File: src/rtl/ts_intf_pkg.sv
// ts_intf_pkg -- shared constants and types for the ts_intf shared-bus block.
//   ADRS_W_DEF     : default address width
//   RST_ADRS_FILL  : fill bit for the reset address (reset address is all ones
//                    at whatever width the block is built with)
//   adrs_t         : address type at the default width
//   slave_adrs_t   : default slave decode table type (index 1, index 0)
//   SLAVE_ADRS_DEF : default slave decode table {42, 50}
package ts_intf_pkg;

  localparam int ADRS_W_DEF = 8;
  localparam int MAX_SLAVES = 16;

  // The reset address must never appear in a slave table, so that nothing
  // is selected out of reset.
  localparam logic RST_ADRS_FILL = 1'b1;
  localparam logic [ADRS_W_DEF-1:0] RST_ADRS = {ADRS_W_DEF{RST_ADRS_FILL}};

  typedef logic [ADRS_W_DEF-1:0] adrs_t;
  typedef adrs_t [1:0] slave_adrs_t;

  localparam slave_adrs_t SLAVE_ADRS_DEF = {8'd42, 8'd50};

endpackage

File: src/rtl/ts_adrs_decode.sv
// ts_adrs_decode -- compares an address against every slave decode address.
//   adrs : address to decode
//   sel  : one bit per slave, high when adrs equals that slave's address
//   hit  : high when at least one slave matches
// Purely combinational; several bits of sel may be high if the table holds
// duplicate entries, which the parent treats as a bus conflict.
module ts_adrs_decode
  import ts_intf_pkg::*;
#(
  parameter int NUM_SLAVES = 2,
  parameter int ADRS_W     = ADRS_W_DEF,
  parameter logic [NUM_SLAVES-1:0][ADRS_W-1:0] SLAVE_ADRS = SLAVE_ADRS_DEF
) (
  input  logic [ADRS_W-1:0]     adrs,
  output logic [NUM_SLAVES-1:0] sel,
  output logic                  hit
);

  for (genvar gi = 0; gi < NUM_SLAVES; gi++) begin : g_cmp
    assign sel[gi] = (adrs == SLAVE_ADRS[gi]);
  end

  assign hit = |sel;

endmodule

File: src/rtl/ts_intf.sv
// ts_intf -- logical (non tri-state) model of a shared bus with one master
// and NUM_SLAVES slaves.
//   clk       : clock, all state on rising edge
//   rst       : asynchronous active-high reset
//   m_adrs    : master address
//   m_adrs_we : master address load strobe
//   m_data    : resolved bus data, registered
//   m_data_z  : high when no slave drove the bus on the previous cycle
//   s_data    : per-slave data
//   s_sel     : per-slave select, combinational from the address register
//   conflict  : sticky flag, more than one slave selected at once
//   miss_cnt  : saturating count of address loads that selected no slave
module ts_intf
  import ts_intf_pkg::*;
#(
  parameter int NUM_SLAVES = 2,
  parameter int ADRS_W     = ADRS_W_DEF,
  parameter logic [NUM_SLAVES-1:0][ADRS_W-1:0] SLAVE_ADRS = SLAVE_ADRS_DEF
) (
  input  logic                  clk,
  input  logic                  rst,
  input  logic [ADRS_W-1:0]     m_adrs,
  input  logic                  m_adrs_we,
  output logic                  m_data,
  output logic                  m_data_z,
  input  logic [NUM_SLAVES-1:0] s_data,
  output logic [NUM_SLAVES-1:0] s_sel,
  output logic                  conflict,
  output logic [7:0]            miss_cnt
);

  localparam logic [ADRS_W-1:0] ADRS_RST = {ADRS_W{RST_ADRS_FILL}};
  localparam logic [7:0]        MISS_MAX = 8'hFF;

  logic [ADRS_W-1:0]     adrs_q;
  logic                  sel_hit;
  logic                  multi_sel;
  logic                  bus_or;
  logic [NUM_SLAVES-1:0] m_match;
  logic                  m_hit;

  // Address register. Reloading the same address leaves adrs_q unchanged,
  // so s_sel cannot glitch on repeated strobes.
  always_ff @(posedge clk or posedge rst) begin
    if (rst) begin
      adrs_q <= ADRS_RST;
    end else if (m_adrs_we) begin
      adrs_q <= m_adrs;
    end
  end

  ts_adrs_decode #(
    .NUM_SLAVES (NUM_SLAVES),
    .ADRS_W     (ADRS_W),
    .SLAVE_ADRS (SLAVE_ADRS)
  ) u_decode (
    .adrs (adrs_q),
    .sel  (s_sel),
    .hit  (sel_hit)
  );

  // More than one bit set: clearing the lowest set bit leaves something.
  assign multi_sel = |(s_sel & (s_sel - NUM_SLAVES'(1)));

  // Wired-OR resolution of the slaves that are selected.
  assign bus_or = |(s_data & s_sel);

  // Miss detection looks at the incoming address, not adrs_q, so each
  // strobe is judged on what it is loading.
  for (genvar gi = 0; gi < NUM_SLAVES; gi++) begin : g_miss
    assign m_match[gi] = (m_adrs == SLAVE_ADRS[gi]);
  end
  assign m_hit = |m_match;

  // Registered bus view. A conflict forces the data low rather than
  // returning the OR of contending drivers.
  always_ff @(posedge clk or posedge rst) begin
    if (rst) begin
      m_data   <= 1'b0;
      m_data_z <= 1'b1;
      conflict <= 1'b0;
    end else begin
      m_data   <= bus_or & ~multi_sel;
      m_data_z <= ~sel_hit;
      if (multi_sel) begin
        conflict <= 1'b1;
      end
    end
  end

  always_ff @(posedge clk or posedge rst) begin
    if (rst) begin
      miss_cnt <= 8'd0;
    end else if (m_adrs_we && !m_hit && (miss_cnt != MISS_MAX)) begin
      miss_cnt <= miss_cnt + 8'd1;
    end
  end

endmodule

File: config.mk
export PLATFORM = sky130hd
export DESIGN_NAME = ts_intf
export DESIGN_NICKNAME = d
export VERILOG_FILES = /design/src/rtl/ts_intf_pkg.sv /design/src/rtl/ts_adrs_decode.sv /design/src/rtl/ts_intf.sv
export SDC_FILE = /design/constraint.sdc
export NUM_CORES = 1
export LEC_CHECK = 0
export BUFFER_PORTS_ARGS = -buffer_cell sky130_fd_sc_hd__buf_4
export CORE_ASPECT_RATIO = 1.1
export CORE_UTILIZATION = 45
export DETAILED_ROUTE_END_ITERATION = 8
export MAX_ROUTING_LAYER = met4
export PLACE_DENSITY = 0.71
export SYNTH_ARGS = -nofsm -noshare
export SYNTH_HDL_FRONTEND = slang
export SYNTH_SLANG_ARGS = --single-unit
File: constraint.sdc
create_clock -name clk -period 3.97 [get_ports clk]
set_clock_uncertainty 0.05 [all_clocks]
set_input_delay 0.5955 -clock clk [delete_from_list [all_inputs] [get_ports clk]]
set_output_delay 0.5955 -clock clk [all_outputs]
set_load 0.01 [all_outputs]
==> impl_metrics.prom, run 1 <==
# TYPE chip_impl_metric gauge
chip_impl_metric{name="vias_per_std_cell",unit=""} 5.50
chip_impl_metric{name="global_route.overflow_total",unit=""} 0
chip_impl_metric{name="wl",unit="um"} 1610
chip_impl_metric{name="postCtsSetupRepairBufs",unit=""} 0
chip_impl_metric{name="cts-htree-levels",unit=""} 1
chip_impl_metric{name="numCtsBuffers",unit=""} 3
chip_impl_metric{name="syn-mean-instance-area",unit="um2"} 13.6
chip_impl_info{name="tritoncts",value="yes"} 1
chip_impl_metric{name="timing.reg2reg.setup_slack",unit="ps"} 2230
chip_impl_metric{name="core-area",unit="um2"} 1800
chip_impl_metric{name="global_route_wire_length_before_repair",unit="um"} 2670
chip_impl_metric{name="antenna_cells_inserted",unit=""} 0
chip_impl_metric{name="yosysUniqueCellTypes",unit=""} 26
chip_impl_metric{name="max_slew_margin",unit="%"} 53.8
chip_impl_metric{name="power-per-cell-area",unit="nW/um2"} 501
chip_impl_metric{name="timing.setup.tns",unit="ps"} 0
chip_impl_info{name="crit_path_start_kind",value="flop"} 1
chip_impl_metric{name="synth_edf_count",unit=""} 0
chip_impl_metric{name="post_drt_wl_per_cell",unit="um"} 14.6
chip_impl_metric{name="max_cap_viol_count",unit=""} 0
chip_impl_metric{name="clkSlewWorstSetupHoldPaths",unit="ps"} 110
chip_impl_metric{name="netlist_area",unit="um2"} 882
chip_impl_metric{name="setup_viol",unit=""} 0
chip_impl_metric{name="async_reset_ff_share",unit="%"} 100
chip_impl_metric{name="globalplace.congestion",unit=""} 0.792
chip_impl_metric{name="worst_pin_slew",unit="ps"} 693
chip_impl_metric{name="placementRows",unit=""} 16
chip_impl_info{name="worstReg2RegEnd",value="miss_cnt[1]"} 1
chip_impl_metric{name="reg2reg_depth",unit=""} 5
chip_impl_metric{name="cellLeakagePower",unit="nW"} 0.504
chip_impl_info{name="r2r_start",value="miss_cnt[0]"} 1
chip_impl_metric{name="final_cell_area",unit="um2"} 1110
chip_impl_metric{name="insertion_delay",unit="ps"} 300
chip_impl_metric{name="port_buffers",unit=""} 25
chip_impl_metric{name="met3_wirelength",unit="um"} 61
chip_impl_info{name="clockRootBuffer",value="sky130_fd_sc_hd__clkbuf_4"} 1
chip_impl_metric{name="synth_cells",unit=""} 65
chip_impl_metric{name="timing.final.crit_share",unit="%"} 63.9
chip_impl_metric{name="synth_seq_cells",unit=""} 19
chip_impl_metric{name="cts.sinks",unit=""} 19
chip_impl_metric{name="die_area",unit="um2"} 2140
chip_impl_metric{name="antenna_violating_nets_post_route",unit=""} 0
chip_impl_metric{name="dpl-instance-area",unit="um2"} 1080
chip_impl_metric{name="first_global_vias",unit=""} 597
chip_impl_info{name="class_of_the_worst_hold_path",value="input pin to asynchronous set/reset pin"} 1
chip_impl_metric{name="worst-path-max-fanout",unit=""} 3
chip_impl_metric{name="wl_met1",unit="um"} 691
chip_impl_metric{name="number_of_buffers_inserted_for_hold_repair_after_clock_tree_synthesis",unit=""} 0
chip_impl_metric{name="detail_route.iter0.violations",unit=""} 6
chip_impl_metric{name="antenna_found_initial",unit=""} 0
chip_impl_info{name="outcome",value="complete, no violations"} 1
chip_impl_metric{name="half_perimeter_wire_length_after_placement",unit="um"} 1180
chip_impl_metric{name="grt_start_max_net_pins",unit=""} 20
chip_impl_metric{name="die_height",unit="um"} 48.4
chip_impl_metric{name="grt_util_all_layers",unit="%"} 17.9
chip_impl_info{name="rsz0062_at_grt",value="no"} 1
chip_impl_metric{name="post_route_cells_drive_above_1_share",unit="%"} 55.4
chip_impl_info{name="worst-setup-path-type",value="flop to output pin"} 1
chip_impl_metric{name="fill_cells",unit=""} 155
chip_impl_metric{name="max_clock_freq",unit="MHz"} 394
chip_impl_metric{name="finish.net_count",unit=""} 107
chip_impl_metric{name="first_pass_iters",unit=""} 5
chip_impl_metric{name="peakVddDrop",unit="mV"} 0.298
chip_impl_metric{name="ios",unit=""} 26
chip_impl_metric{name="width_of_the_chip",unit="um"} 44.2
chip_impl_metric{name="required",unit="ps"} 3320
chip_impl_metric{name="synth.yosys.warnings",unit=""} 0
chip_impl_metric{name="fin_total_pwr",unit="mW"} 0.557
chip_impl_metric{name="syn_to_final_growth",unit="%"} 26.0
chip_impl_metric{name="yosysSeqAreaShare",unit="%"} 55.2
chip_impl_metric{name="num_vias",unit=""} 605
chip_impl_metric{name="initial_core_util",unit="%"} 49.0
chip_impl_metric{name="drt_drc_violations_left",unit=""} 0
chip_impl_metric{name="ctsLongestPathBuffers",unit=""} 2
chip_impl_metric{name="mappedNetlistNets",unit=""} 79
chip_impl_metric{name="report.final.hold_viol_count",unit=""} 0
chip_impl_metric{name="routed-wl-met2",unit="um"} 812
chip_impl_metric{name="critPathArrivalTime",unit="ps"} 1890
chip_impl_info{name="dr.max_layer_used",value="met4"} 1
chip_impl_metric{name="slew_violations",unit=""} 0
chip_impl_info{name="ys_dominant_reg_cell",value="sky130_fd_sc_hd__dfrtp_1"} 1
chip_impl_metric{name="ctsResizeCount",unit=""} 0
chip_impl_metric{name="fin_crit",unit="ps"} 2540
chip_impl_info{name="worstSetupEndpointType",value="output pin"} 1
==> report_power, final <==
| part | switching, mW | total [mW] | internal (mW) |
|---|---|---|---|
| logic | 0.0709 | 0.168 | 0.0970 |
| registers | 0.0489 | 0.291 | 0.242 |
| clock network | 0.0609 | 0.0985 | 0.0376 |
==> synthesized netlist by cell type, types with 2 or more instances <==
library cell              number  share of area, %
sky130_fd_sc_hd__dfrtp_1      10                28
sky130_fd_sc_hd__dfstp_2       9                27
sky130_fd_sc_hd__mux2_2        8                10
sky130_fd_sc_hd__nand2_1       5               2.1
sky130_fd_sc_hd__xor2_1        5               5.0
sky130_fd_sc_hd__nor4_1        4               2.8
sky130_fd_sc_hd__nand4_1       2               1.4
sky130_fd_sc_hd__nor2_1        2              0.85
sky130_fd_sc_hd__nor3_1        2               1.1
sky130_fd_sc_hd__nor3b_1       2               1.7
==> cell families after synthesis <==
| kind of cell | share of synthesized area [%] |
|---|---|
| AOI/OAI and AO/OA | 0.993 |
| muxes | 13.2 |
| and+or+nand+nor | 20.0 |
| DFF | 55.2 |
| adders and majority gates | 1.42 |
| xor gates and xnor gates | 7.80 |
| buffers and inverters | 1.42 |
==> flip-flops by register name (all words and copies together), names as in the netlist <==
name	flops
conflict	1
m_data	1
m_data_z	1
adrs_q	8
miss_cnt	8
==> critical path: stages (launching register included) <==
cell,delay [ps]
sky130_fd_sc_hd__dfstp_2,550
sky130_fd_sc_hd__nor4b_1,310
sky130_fd_sc_hd__nand3b_1,160
sky130_fd_sc_hd__nor3b_1,380
sky130_fd_sc_hd__buf_4,200
==> how the worst max path moves through the flow <==
stage,start,end,cells after the start
finish,adrs_q[5],s_sel[0],4
global route,adrs_q[5],s_sel[0],4
CTS,adrs_q[5],s_sel[0],4
detailed placement,adrs_q[5],s_sel[0],4
global placement,adrs_q[5],s_sel[0],4
floorplan,adrs_q[5],s_sel[0],3
==> metrics by stage <==
stage / util, % / hold WS, ps / instances / setup slack, ps
finish: 61.7 / 340 / 110 / 1430
global route: 61.7 / 356 / 110 / 1260
CTS: 61.7 / 346 / 110 / 1390
detailed placement: 60.1 / 319 / 106 / 1740
global placement: 60.1 / 316 / 106 / 1810
floorplan: - / 444 / 65 / 2050
==> metal layers <==
layer / vias up / track usage, %
met5: - / -
met4: 0 / 10.6
met2: 15 / 27.5
met3: 4 / 2.24
li1: 286 / -
met1: 300 / 22.3
==> layout make-up <==
type | count | area [um2] | area share (%)
inverters | 1 | 3.75 | 0.338
multi-input cells | 43 | 383 | 34.5
clock buffers | 3 | 22.5 | 2.03
clock inverters | 1 | 5.00 | 0.450
repair buffers | 25 | 188 | 16.9
flip-flops and latches | 19 | 487 | 43.8
well taps | 18 | 22.5 | 2.03
==> cells in the final DEF (no fill, tap or decap), types with 3 or more instances in the layout <==
master	Yosys	final
sky130_fd_sc_hd__xor2_1	5	5
sky130_fd_sc_hd__mux2_2	8	8
sky130_fd_sc_hd__buf_4	0	25
sky130_fd_sc_hd__nor4_1	4	4
sky130_fd_sc_hd__clkbuf_4	0	3
sky130_fd_sc_hd__dfstp_2	9	9
sky130_fd_sc_hd__nand2_1	5	5
sky130_fd_sc_hd__dfrtp_1	10	10
Power figures use the tool's default switching activity.
==> run 2: changes to the inputs <==
CORE_UTILIZATION = 44   (was 45)
PLACE_DENSITY = 0.72   (was 0.71)
clock period = 2.2 ns   (was 3.97 ns; I/O delays follow)
==> run 2 against run 1 <==
Register-to-register slack lost 1800 ps. Highest routed layer unchanged. Largest cell class unchanged. Non-clock buffer count is the same. Global-route usage shrank 1.9 points. Flip-flop and latch count is the same. Hold slack lost 260 ps.
==> impl_metrics.prom, run 2 (synthesis gave the netlist of run 1 again) <==
# TYPE chip_impl_metric gauge
chip_impl_metric{name="fin_total_pwr",unit="mW"} 0.994
chip_impl_metric{name="power-per-cell-area",unit="nW/um2"} 885
chip_impl_info{name="class_of_the_worst_hold_path",value="input pin to asynchronous set/reset pin"} 1
chip_impl_info{name="clockRootBuffer",value="sky130_fd_sc_hd__clkbuf_4"} 1
chip_impl_metric{name="max_slew_margin",unit="%"} 54.1
chip_impl_metric{name="worst_pin_slew",unit="ps"} 688
chip_impl_metric{name="detail_route.iter0.violations",unit=""} 10
chip_impl_metric{name="numCtsBuffers",unit=""} 3
chip_impl_metric{name="port_buffers",unit=""} 25
chip_impl_metric{name="final_cell_area",unit="um2"} 1120
chip_impl_metric{name="slew_violations",unit=""} 0
chip_impl_metric{name="worst_hold_slack",unit="ps"} 81.8
chip_impl_metric{name="timing.reg2reg.setup_slack",unit="ps"} 480
chip_impl_info{name="worst-setup-path-type",value="flop to output pin"} 1
chip_impl_metric{name="post_route_cells_drive_above_1_share",unit="%"} 55.4
chip_impl_metric{name="initial_core_util",unit="%"} 48.4
chip_impl_info{name="path_cells",value="nor4b_1 -> nand3b_1 -> nor3b_1 -> buf_4"} 1
chip_impl_info{name="most-common-layout-cells",value="25 x sky130_fd_sc_hd__buf_4, 10 x sky130_fd_sc_hd__dfrtp_1, 9 x sky130_fd_sc_hd__dfstp_2"} 1
chip_impl_metric{name="postCtsSetupRepairBufs",unit=""} 0
chip_impl_metric{name="timing.setup.tns",unit="ps"} 0
chip_impl_metric{name="fin_crit",unit="ps"} 2170
chip_impl_metric{name="die_area",unit="um2"} 2190
chip_impl_metric{name="grt_start_max_net_pins",unit=""} 20
chip_impl_metric{name="drt_drc_violations_left",unit=""} 0
chip_impl_metric{name="die_height",unit="um"} 49.0
chip_impl_metric{name="fill_cells",unit=""} 158
chip_impl_metric{name="timing.final.crit_share",unit="%"} 98.6
chip_impl_metric{name="clkSlewWorstSetupHoldPaths",unit="ps"} 110
chip_impl_metric{name="max_clock_freq",unit="MHz"} 461
chip_impl_metric{name="report.final.hold_viol_count",unit=""} 0
chip_impl_metric{name="antenna_found_initial",unit=""} 0
chip_impl_metric{name="register_area",unit="um2"} 487
chip_impl_metric{name="vias_per_std_cell",unit=""} 4.92
chip_impl_metric{name="max_cap_viol_count",unit=""} 0
chip_impl_metric{name="post_drt_wl_per_cell",unit="um"} 12.3
chip_impl_metric{name="finish.net_count",unit=""} 107
chip_impl_metric{name="num_vias",unit=""} 585
chip_impl_metric{name="number_of_buffers_inserted_for_hold_repair_after_clock_tree_synthesis",unit=""} 0
chip_impl_metric{name="syn_to_final_growth",unit="%"} 27.2
chip_impl_info{name="rsz0062_at_grt",value="yes"} 1
chip_impl_metric{name="ctsResizeCount",unit=""} 0
chip_impl_metric{name="ctsLongestPathBuffers",unit=""} 2
chip_impl_info{name="crit_path_start_kind",value="flop"} 1
chip_impl_metric{name="width_of_the_chip",unit="um"} 44.7
chip_impl_info{name="reg.largest.list",value="adrs_q x8, miss_cnt x8"} 1
chip_impl_info{name="cp_slowest_cell",value="sky130_fd_sc_hd__dfstp_2"} 1
chip_impl_metric{name="multi_input_area",unit="um2"} 383
chip_impl_info{name="layout_commonest_cell",value="sky130_fd_sc_hd__buf_4"} 1
chip_impl_metric{name="placementRows",unit=""} 16
chip_impl_metric{name="first_global_vias",unit=""} 585
chip_impl_metric{name="globalplace.congestion",unit=""} 0.742
chip_impl_info{name="outcome",value="complete, no violations"} 1
chip_impl_metric{name="insertion_delay",unit="ps"} 290
chip_impl_metric{name="cts.sinks",unit=""} 19
chip_impl_metric{name="worst-path-max-fanout",unit=""} 3
chip_impl_info{name="tritoncts",value="yes"} 1
chip_impl_info{name="worstSetupEndpointType",value="output pin"} 1
chip_impl_metric{name="worst-path-buf-inv",unit=""} 1
chip_impl_metric{name="critical-path-max-stage-delay",unit="ps"} 540
chip_impl_metric{name="grt_util_all_layers",unit="%"} 16.0
chip_impl_metric{name="required",unit="ps"} 1820
chip_impl_metric{name="core-area",unit="um2"} 1820
chip_impl_metric{name="wl",unit="um"} 1460
chip_impl_metric{name="first_pass_iters",unit=""} 4
chip_impl_metric{name="peakVddDrop",unit="mV"} 0.478
chip_impl_metric{name="cts-htree-levels",unit=""} 1
chip_impl_metric{name="global_route.overflow_total",unit=""} 0
chip_impl_metric{name="setup_viol",unit=""} 0
chip_impl_metric{name="cellLeakagePower",unit="nW"} 0.504
chip_impl_metric{name="global_route_wire_length_before_repair",unit="um"} 2510
chip_impl_metric{name="critPathArrivalTime",unit="ps"} 1790
chip_impl_metric{name="antenna_cells_inserted",unit=""} 0
chip_impl_metric{name="antenna_violating_nets_post_route",unit=""} 0
chip_impl_metric{name="dpl-instance-area",unit="um2"} 1090
chip_impl_metric{name="ios",unit=""} 26
chip_impl_info{name="critical-path-top-delay-family",value="simple AND/OR/NAND/NOR gates"} 1
run 2: cell counts in the layout (fill, tap and decap cells not counted):
Identical to the previous run, type by type.
run 2: final cells by class:
type                       instances  share of cell area, %
inverter                           1                  0.334
tap                               27                   3.01
sequential                        19                   43.4
timing repair buffer              25                   16.7
multi-input combinational         43                   34.1
clock buffer                       3                   2.01
clock inverter                     1                  0.446
run 2: where the power goes:
| group | leakage [nW] | internal [mW] | switching [mW] |
|---|---|---|---|
| clock network | 0.0177 | 0.0677 | 0.107 |
| registers | 0.222 | 0.437 | 0.0844 |
| logic | 0.264 | 0.174 | 0.123 |
| total | 0.504 | 0.679 | 0.315 |
run 2: worst paths after layout:
check | from | to | cells after the start
max reg2reg | miss_cnt[0] | miss_cnt[1] | 5
max | adrs_q[5] | s_sel[0] | 4
min in group clk | s_data[1] | m_data | 2
min reg2reg | conflict | conflict | 0
min | rst | m_data | 2
max in group asynchronous | rst | miss_cnt[7] | 2
run 2: worst register-to-register path, delay by kind of cell (launching register included):
family / cells / cell delay (ps)
simple gates: 3 / 600
mux: 1 / 300
fa+ha+maj: 1 / 240
flops: 1 / 430
run 2: per-layer routing:
metal	share of wire (%)	vias up	track usage [%]
met2	49	17	25.0
met5	0	-	-
met1	45	275	20.0
met3	4.9	4	4.81
li1	-	289	-
met4	0.82	0	4.55
run 2: per-stage QoR:
step / utilization, % / instances / setup WS, ps
detailed placement: 60.1 / 115 / 411
global placement: 60.1 / 115 / 440
global route: 61.6 / 119 / -101
CTS: 61.6 / 119 / 45.8
finish: 61.6 / 119 / 31.0
floorplan: - / 65 / 502
==> run 3: changes to the inputs <==
==> constraint.sdc (replaced) <==
create_clock -name clk -period 2.2 [get_ports clk]
set_clock_uncertainty 0.05 [all_clocks]
set_input_delay 0.22 -clock clk [delete_from_list [all_inputs] [get_ports clk]]
set_output_delay 0.22 -clock clk [all_outputs]
set_load 0.01 [all_outputs]
==> run 3 against run 2 <==
Power barely moved. Fmax rose by 8.6%. Die area did not move. Worst setup slack improved by 170 ps. Routed wire length fell by 0.48%. Critical path depth did not move. Non-clock buffer count rose by 1. Critical endpoint unchanged. Largest power group unchanged.
==> impl_metrics.prom, run 3 (synthesis gave the netlist of run 1 again) <==
# TYPE chip_impl_metric gauge
chip_impl_metric{name="globalplace.congestion",unit=""} 0.771
chip_impl_metric{name="post_drt_wl_per_cell",unit="um"} 12.1
chip_impl_metric{name="width_of_the_chip",unit="um"} 44.7
chip_impl_metric{name="port_buffers",unit=""} 25
chip_impl_metric{name="antenna_cells_inserted",unit=""} 0
chip_impl_metric{name="num_vias",unit=""} 594
chip_impl_metric{name="global_route.overflow_total",unit=""} 0
chip_impl_metric{name="die_area",unit="um2"} 2190
chip_impl_info{name="outcome",value="complete, no violations"} 1
chip_impl_info{name="worst-setup-path-type",value="flop to output pin"} 1
chip_impl_info{name="crit_path_start_kind",value="flop"} 1
chip_impl_metric{name="timing.reg2reg.setup_slack",unit="ps"} 460
chip_impl_metric{name="ctsLongestPathBuffers",unit=""} 2
chip_impl_metric{name="cts.sinks",unit=""} 19
chip_impl_metric{name="wl",unit="um"} 1450
chip_impl_metric{name="setup_viol",unit=""} 0
chip_impl_metric{name="grt_start_max_net_pins",unit=""} 20
chip_impl_metric{name="vias_per_std_cell",unit=""} 4.95
chip_impl_metric{name="ios",unit=""} 26
chip_impl_metric{name="first_global_vias",unit=""} 621
chip_impl_metric{name="power-per-cell-area",unit="nW/um2"} 870
chip_impl_metric{name="worst-path-buf-inv",unit=""} 1
chip_impl_info{name="most-common-layout-cells",value="25 x sky130_fd_sc_hd__buf_4, 10 x sky130_fd_sc_hd__dfrtp_1, 9 x sky130_fd_sc_hd__dfstp_2"} 1
chip_impl_metric{name="drt_drc_violations_left",unit=""} 0
chip_impl_metric{name="timing.setup.tns",unit="ps"} 0
chip_impl_metric{name="half_perimeter_wire_length_after_placement",unit="um"} 1100
chip_impl_metric{name="die_height",unit="um"} 49.0
chip_impl_info{name="worstSetupEndpointType",value="output pin"} 1
chip_impl_info{name="rsz0062_at_grt",value="no"} 1
chip_impl_metric{name="initial_core_util",unit="%"} 48.4
chip_impl_metric{name="global_route_wire_length_before_repair",unit="um"} 2590
chip_impl_info{name="tritoncts",value="yes"} 1
chip_impl_metric{name="grt_util_all_layers",unit="%"} 16.7
chip_impl_metric{name="max_clock_freq",unit="MHz"} 501
chip_impl_metric{name="antenna_found_initial",unit=""} 0
chip_impl_metric{name="reg2reg_depth",unit=""} 5
chip_impl_metric{name="slew_violations",unit=""} 0
chip_impl_metric{name="insertion_delay",unit="ps"} 290
chip_impl_info{name="critical-path-top-delay-family",value="simple AND/OR/NAND/NOR gates"} 1
chip_impl_metric{name="syn_to_final_growth",unit="%"} 29.4
chip_impl_metric{name="instances_no_fill",unit=""} 120
chip_impl_metric{name="numCtsBuffers",unit=""} 3
chip_impl_metric{name="first_pass_iters",unit=""} 1
chip_impl_info{name="layout_commonest_cell",value="sky130_fd_sc_hd__buf_4"} 1
chip_impl_metric{name="critical-path-max-stage-delay",unit="ps"} 540
chip_impl_metric{name="place.detailed.instances",unit=""} 115
chip_impl_info{name="r2r_start",value="miss_cnt[0]"} 1
chip_impl_info{name="worst_hold_startpoint",value="s_data[1]"} 1
chip_impl_info{name="reg.largest.list",value="adrs_q x8, miss_cnt x8"} 1
chip_impl_metric{name="cts-htree-levels",unit=""} 1
chip_impl_metric{name="report.final.hold_viol_count",unit=""} 0
chip_impl_metric{name="cellLeakagePower",unit="nW"} 0.508
chip_impl_metric{name="finish.net_count",unit=""} 108
chip_impl_metric{name="fin_crit",unit="ps"} 2000
chip_impl_metric{name="worst-path-max-fanout",unit=""} 3
chip_impl_metric{name="placementRows",unit=""} 16
chip_impl_metric{name="detail_route.iter0.violations",unit=""} 0
chip_impl_metric{name="fill_cells",unit=""} 162
chip_impl_info{name="worstReg2RegEnd",value="miss_cnt[1]"} 1
chip_impl_metric{name="max_cap_viol_count",unit=""} 0
chip_impl_metric{name="critPathArrivalTime",unit="ps"} 1730
chip_impl_info{name="cp_slowest_cell",value="sky130_fd_sc_hd__dfstp_2"} 1
chip_impl_info{name="class_of_the_worst_hold_path",value="input pin to flop"} 1
chip_impl_metric{name="clkSlewWorstSetupHoldPaths",unit="ps"} 100
chip_impl_metric{name="timing.final.crit_share",unit="%"} 90.8
chip_impl_metric{name="required",unit="ps"} 1930
chip_impl_metric{name="worst_pin_slew",unit="ps"} 699
chip_impl_metric{name="peakVddDrop",unit="mV"} 0.608
chip_impl_metric{name="antenna_violating_nets_post_route",unit=""} 0
chip_impl_metric{name="post_route_cells_drive_above_1_share",unit="%"} 55.9
chip_impl_info{name="path_cells",value="nor4b_1 -> nand3b_1 -> nor3b_2 -> buf_4"} 1
chip_impl_metric{name="hold_path_depth",unit=""} 2
chip_impl_info{name="clockRootBuffer",value="sky130_fd_sc_hd__clkbuf_4"} 1
chip_impl_info{name="worstHoldEndpoint",value="m_data"} 1
chip_impl_metric{name="max_slew_margin",unit="%"} 53.3
chip_impl_metric{name="core-area",unit="um2"} 1820
run 3: cell types whose count changed in the layout (fill, tap and decap cells not counted):
| cell | change |
|---|---|
| sky130_fd_sc_hd__clkbuf_1 | +1 |
| sky130_fd_sc_hd__nor3b_1 | -2 |
| sky130_fd_sc_hd__nor3b_2 | +2 |
| sky130_fd_sc_hd__clkinv_2 | -1 |
| sky130_fd_sc_hd__dlygate4sd3_1 | +1 |
run 3: stage by stage:
stage	total power [mW]	setup WS, ps	hold WS (ps)	utilization [%]	area (um2)
after detailed placement	0.829	436	317	60.1	1090
final	0.993	203	89.3	62.6	1140
after CTS	1.01	94.8	84.9	62.1	1130
after global placement	0.822	479	316	60.1	1090
after global routing	1.07	49.5	82.7	62.6	1140
after floorplan	0.680	502	115	-	882
run 3: worst max-delay path by stage:
stage	from	end	slack, ps	cells after the start
after floorplan	miss_cnt[0]	miss_cnt[1]	500	5
after global placement	miss_cnt[0]	miss_cnt[1]	480	5
after detailed placement	adrs_q[5]	s_sel[0]	440	4
after CTS	adrs_q[5]	s_sel[0]	90	4
after global routing	adrs_q[5]	s_sel[0]	50	4
final	adrs_q[5]	s_sel[0]	200	4
run 3: layer usage:
layer | vias to the layer above | GRT usage [%] | share of wire [%]
li1 | 290 | - | -
met1 | 284 | 20.5 | 45
met2 | 16 | 25.5 | 48
met3 | 4 | 4.44 | 4.3
met4 | 0 | 7.58 | 2.0
met5 | - | - | 0
run 3: cell type report:
cell class                 instances  area [um2]  area share, %
sequential                        19         487           42.7
multi-input combinational         43         393           34.4
timing repair buffer              26         198           17.3
tap                               27        33.8           2.96
inverter                           1        3.75          0.329
clock buffer                       4        26.3           2.30
run 3: where the power goes:
group	leakage, nW	switching [mW]	internal, mW
Sequential	0.222	0.0824	0.437
Combinational	0.271	0.126	0.176
Clock	0.0150	0.101	0.0706
run 3: what timing repair did:
| item | CTS | global route |
|---|---|---|
| setup buffers | 0 | 0 |
| endpoints found under the hold margin | 10 | 0 |
| setup endpoints to repair | 0 | 2 |
| gates resized for setup | 0 | 2 |
| hold buffers | 1 | 0 |
run 3: worst register-to-register path, delay by kind of cell (launching register included):
kind                     cells  cell delay (ps)
adder cells (fa/ha/maj)      1              250
AND/OR/NAND/NOR              3              600
multiplexers                 1              300
flip-flops                   1              430
